## config.mk

```make
export PLATFORM = sky130hd
export DESIGN_NAME = bs_port_fifo
export DESIGN_NICKNAME = d
export VERILOG_FILES = /design/src/rtl/bs_port_fifo.sv
export SDC_FILE = /design/constraint.sdc
export NUM_CORES = 1
export LEC_CHECK = 0
export ABC_CLOCK_PERIOD_IN_PS = 3800
export BUFFER_PORTS_ARGS = -buffer_cell sky130_fd_sc_hd__buf_2
export CELL_PAD_IN_SITES_DETAIL_PLACEMENT = 0
export CELL_PAD_IN_SITES_GLOBAL_PLACEMENT = 1
export CORE_MARGIN = 1
export CORE_UTILIZATION = 56
export CTS_BUF_LIST = sky130_fd_sc_hd__clkbuf_4
export DETAILED_ROUTE_END_ITERATION = 7
export PLACE_DENSITY = 0.91
export SETUP_SLACK_MARGIN = 0.15
export SLEW_MARGIN = 20
export SYNTH_ARGS = -nofsm -noshare
export SYNTH_HDL_FRONTEND = slang
export SYNTH_SLANG_ARGS = --single-unit
```

## constraint.sdc

```tcl
create_clock -name clk -period 3.8 [get_ports clk]
set_input_delay 0.76 -clock clk [delete_from_list [all_inputs] [get_ports clk]]
set_output_delay 0.76 -clock clk [all_outputs]
set_load 0.02 [all_outputs]
```

## src/rtl/bs_port_fifo.sv

```systemverilog
// Bus port stage: show-ahead TX FIFO towards the arbiter and ID-filtered
// show-ahead RX FIFO towards the device, with sticky overflow and misroute stats.
module bs_port_fifo #(
    parameter int unsigned pckg_sz   = 16,
    parameter int unsigned fifo_size = 16,
    parameter logic [7:0]  id        = 8'd0,
    parameter logic [7:0]  broadcast = 8'hFF
) (
    input  logic                             clk,
    input  logic                             reset,
    input  logic                             dev_push,
    input  logic [pckg_sz-1:0]               dev_d_in,
    output logic                             dev_full,
    output logic                             pndng,
    output logic [pckg_sz-1:0]               D_pop,
    input  logic                             pop,
    input  logic                             push,
    input  logic [pckg_sz-1:0]               D_push,
    output logic                             dev_pndng,
    output logic [pckg_sz-1:0]               dev_d_out,
    input  logic                             dev_pop,
    output logic [$clog2(fifo_size+1)-1:0]   tx_cnt,
    output logic [$clog2(fifo_size+1)-1:0]   rx_cnt,
    output logic                             tx_ovf,
    output logic                             rx_ovf,
    output logic [7:0]                       misroute_cnt
);

    localparam int unsigned CntW = $clog2(fifo_size + 1);
    localparam int unsigned PtrW = $clog2(fifo_size);
    localparam logic [CntW-1:0] CntFull = CntW'(fifo_size);
    localparam logic [PtrW-1:0] PtrLast = PtrW'(fifo_size - 1);

    logic [pckg_sz-1:0] r_tx_mem [fifo_size];
    logic [pckg_sz-1:0] r_rx_mem [fifo_size];
    logic [PtrW-1:0]    r_tx_wr_ptr, r_tx_rd_ptr, r_rx_wr_ptr, r_rx_rd_ptr;
    logic [CntW-1:0]    r_tx_cnt, r_rx_cnt;
    logic               r_tx_ovf, r_rx_ovf;
    logic [7:0]         r_misroute_cnt;

    logic       w_tx_full, w_tx_rd, w_tx_wr, w_tx_drop;
    logic       w_rx_full, w_rx_rd, w_rx_wr, w_rx_drop;
    logic [7:0] w_dest;
    logic       w_rx_hit, w_rx_miss;

    // A read frees a slot in the same cycle, so a write to a full FIFO with a read succeeds.
    always_comb begin
        w_tx_full = (r_tx_cnt == CntFull);
        w_tx_rd   = pop && (r_tx_cnt != '0);
        w_tx_wr   = dev_push && (!w_tx_full || w_tx_rd);
        w_tx_drop = dev_push && w_tx_full && !w_tx_rd;

        w_dest    = D_push[pckg_sz-1 -: 8];
        w_rx_hit  = push && ((w_dest == id) || (w_dest == broadcast));
        w_rx_miss = push && !w_rx_hit;

        w_rx_full = (r_rx_cnt == CntFull);
        w_rx_rd   = dev_pop && (r_rx_cnt != '0);
        w_rx_wr   = w_rx_hit && (!w_rx_full || w_rx_rd);
        w_rx_drop = w_rx_hit && w_rx_full && !w_rx_rd;
    end

    // Storage deliberately has no reset.
    always_ff @(posedge clk) begin
        if (w_tx_wr) r_tx_mem[r_tx_wr_ptr] <= dev_d_in;
        if (w_rx_wr) r_rx_mem[r_rx_wr_ptr] <= D_push;
    end

    always_ff @(posedge clk or posedge reset) begin
        if (reset) begin
            r_tx_wr_ptr    <= '0;
            r_tx_rd_ptr    <= '0;
            r_tx_cnt       <= '0;
            r_tx_ovf       <= 1'b0;
            r_rx_wr_ptr    <= '0;
            r_rx_rd_ptr    <= '0;
            r_rx_cnt       <= '0;
            r_rx_ovf       <= 1'b0;
            r_misroute_cnt <= '0;
        end else begin
            if (w_tx_wr) r_tx_wr_ptr <= (r_tx_wr_ptr == PtrLast) ? '0 : r_tx_wr_ptr + 1'b1;
            if (w_tx_rd) r_tx_rd_ptr <= (r_tx_rd_ptr == PtrLast) ? '0 : r_tx_rd_ptr + 1'b1;
            r_tx_cnt <= r_tx_cnt + CntW'(w_tx_wr) - CntW'(w_tx_rd);
            if (w_tx_drop) r_tx_ovf <= 1'b1;

            if (w_rx_wr) r_rx_wr_ptr <= (r_rx_wr_ptr == PtrLast) ? '0 : r_rx_wr_ptr + 1'b1;
            if (w_rx_rd) r_rx_rd_ptr <= (r_rx_rd_ptr == PtrLast) ? '0 : r_rx_rd_ptr + 1'b1;
            r_rx_cnt <= r_rx_cnt + CntW'(w_rx_wr) - CntW'(w_rx_rd);
            if (w_rx_drop) r_rx_ovf <= 1'b1;

            if (w_rx_miss && (r_misroute_cnt != 8'hFF)) r_misroute_cnt <= r_misroute_cnt + 8'd1;
        end
    end

    // Outputs depend on registers only; heads read as zero when empty.
    always_comb begin
        pndng        = (r_tx_cnt != '0);
        dev_pndng    = (r_rx_cnt != '0);
        dev_full     = w_tx_full;
        D_pop        = pndng ? r_tx_mem[r_tx_rd_ptr] : '0;
        dev_d_out    = dev_pndng ? r_rx_mem[r_rx_rd_ptr] : '0;
        tx_cnt       = r_tx_cnt;
        rx_cnt       = r_rx_cnt;
        tx_ovf       = r_tx_ovf;
        rx_ovf       = r_rx_ovf;
        misroute_cnt = r_misroute_cnt;
    end

endmodule

```

==> metrics.cfg <==
[power]
peakVddDrop_uv=472
power_uw=18200
p_leak_uw=0.00882
p_per_area_mw_per_mm2=706

[global_route]
grt_pass1_vias=12100
grt_max_degree=37
antenna_found_initial=4
track_usage_pct=23.8
overflow=0
grt_pass1_wl_um=70600

[worst_setup_path]
reg2reg_slack_ns=0.68
critPathMaxFanout=8
crit_arrival_ns=2.81
crit_path_max_incr_delay_ns=0.55
crit_chain=buf_12, mux4_2, nor2b_1, a211oi_1, a211oi_2, buf_2
slowest_stage=dfrtp_4
crit-reg2reg-launch=rx_cnt[3]
crit_required_ns=3.04
worstReg2RegEnd=rx_cnt[4]
path_class=flop to primary output
r2r_cells=14
critPathCaptureType=primary output
worstSetupStartpointType=flop

[detailed_routing]
first_iter_violations=1089
wl_um=48100
vias=11800
wire_per_inst_um=24.8
vias_per_cell=6.07
route.detailed.drc=0
ant_nets=0
drtPass1Iterations=7

[logic_synthesis]
yosysTopAreaCell=edfxtp_1
syn_nets=1126
postSynthCellCount=1064
synth_seq_cells=548
synth_seq_area_share_pct=73.3
synth_warnings=0
synth_top_cell_area_share_pct=69.3
ys.flop_type=edfxtp_1
synth.avg_cell_area_um2=20.9
syn_area_mm2=0.0222
async_flop_share_pct=6.57
synth_cell_types=54
synth_edf_count=512
yosys-top-cells-area=edfxtp_1, mux4_2, dfrtp_1

[final_layout]
fillerInstances=2503
nNetsFinal=1393
drive_gt1_share_pct=40.8
syn2layout_area_growth_pct=16.2
final_common_cell=edfxtp_1
layout_common_cells=edfxtp_1, clkbuf_4, mux4_2
layout.cells.non_filler=1943

[sta]
post-route-period-util_pct=93.9
setup_viol=0
drv_slew=0
grt_setup_unrepaired=yes
period_minus_slack_ns=3.57
finalSetupTns_ns=0
fmax_mhz=280
hold_violations=0
slew_headroom_pct=41.2
timing.final.ws_setup_ns=0.231
skew_ns=0.0677
tightest_slew_ns=0.881

[floorplan]
initial_core_util_pct=57.0
rows=72
die_h_um=201
ios=93
dieArea_mm2=0.0404
fp.dieW_um=201
core-area_mm2=0.0389

[clock_tree]
cts_inserted_buffers=136
clock_latency_ns=0.88
htreeDepth=4
cts-root-buf=clkbuf_4
cts.sink_count=548
cts.reportedPaths.clkPinSlew_ns=0.07
cts_buffer_depth=3
tritoncts=done

[placement]
place_congestion=0.793
place_inst=1679
place_ws_ns=0.396
io_buffer_count=92
detailed_place_hpwl_um=26200

[hold_path]
holdPathEnd=tx_ovf
hp-class=input pin to flop
min_from=dev_push
hold_path_depth=2

[status]
status=finished clean

[flow_run]
cap_violations=0

routing by layer:
layer	routed length, um	vias up	global-route usage, %
met5	13	-	0
met2	23600	608	37.8
met4	918	2	8.42
met1	19300	6084	32.3
li1	-	5027	-
met3	4250	79	6.17
sequential cells by signal, indices dropped and copies added (netlist names), 4 cells and up:
name	flops
r_rx_rd_ptr	4
r_tx_mem	256
r_tx_wr_ptr	4
tx_cnt	5
misroute_cnt	8
r_rx_mem	256
r_tx_rd_ptr	4
r_rx_wr_ptr	4
rx_cnt	5
worst max-delay path by stage:
stage | startpoint | endpoint | slack, ns | cells after the start
global route | r_rx_rd_ptr[1] | dev_d_out[7] | 0.1 | 6
finish | r_rx_rd_ptr[1] | dev_d_out[0] | 0.23 | 6
global placement | D_push[12] | rx_cnt[4] | 0.43 | 13
CTS | r_tx_rd_ptr[1] | D_pop[12] | 0.08 | 6
floorplan | D_push[8] | r_rx_mem[10][0] | 0.71 | 5
detailed placement | D_push[15] | rx_cnt[4] | 0.40 | 13
where the power goes:
part	switching, uW	internal, uW	total (uW)
sequential	479	7030	7510
combinational	3140	2790	5930
clock	2300	2470	4770
stage by stage:
step                      utilization, %  hold slack, ns  instance area, um^2
final                               66.3           0.180                25800
after global routing                66.3           0.122                25800
after CTS                           65.4          0.0954                25500
after detailed placement            60.6           0.451                23600
after global placement              60.6           0.440                23600
after floorplan                        -           0.555                22200
critical path, delay by kind of cell (launching register included):
kind            cells  cell delay [ns]
flops               1             0.55
mux                 1             0.48
compound gates      2             0.42
buf+inv             2             0.39
simple gates        1             0.15
cells in the mapped netlist, types with 5 or more instances:
| cell | n |
|---|---|
| edfxtp_1 | 512 |
| mux4_2 | 95 |
| a211oi_1 | 48 |
| dfrtp_1 | 36 |
| mux4_1 | 33 |
| nor2b_1 | 33 |
| mux2i_1 | 32 |
| nand2_1 | 30 |
| ha_1 | 22 |
| nor2_1 | 22 |
| buf_6 | 18 |
| inv_1 | 18 |
| buf_2 | 17 |
| a211oi_2 | 16 |
| nor3_1 | 12 |
| buf_4 | 10 |
| clkbuf_1 | 9 |
| xnor2_1 | 9 |
| o21ai_0 | 8 |
| xor2_1 | 8 |
| a21oi_1 | 7 |
| a21o_1 | 6 |
| nand2b_1 | 6 |
| nand3_1 | 6 |
| and2_1 | 5 |
kinds of logic after synthesis:
logic type,Yosys count,synth area share (%)
AOI/OAI and AO/OA,97,3.62
xor gates and xnor gates,17,0.671
adders and majority gates,24,1.42
buffers and inverters,79,2.21
DFF,548,73.3
muxes,163,15.1
and+or+nand+nor,136,3.63
layout make-up:
cell class / instances / area [um^2] / area share (%)
diodes: 4 / 10.0 / 0.0388
clock inverters: 38 / 255 / 0.990
repair buffers: 186 / 1430 / 5.54
clock buffers: 190 / 1430 / 5.53
flip-flops and latches: 548 / 16300 / 63.2
well taps: 518 / 648 / 2.51
inverters: 22 / 82.6 / 0.320
multi-input cells: 437 / 5640 / 21.9
timing repair:
action	4_1_cts	5_1_grt
setup endpoints to repair	32	28
hold endpoints to repair	36	0
setup buffers	14	15
pin swaps	0	3
hold buffers	1	0
gates resized for setup	11	22
gates cloned	0	2
No activity file was read; power rests on OpenSTA's default activity.
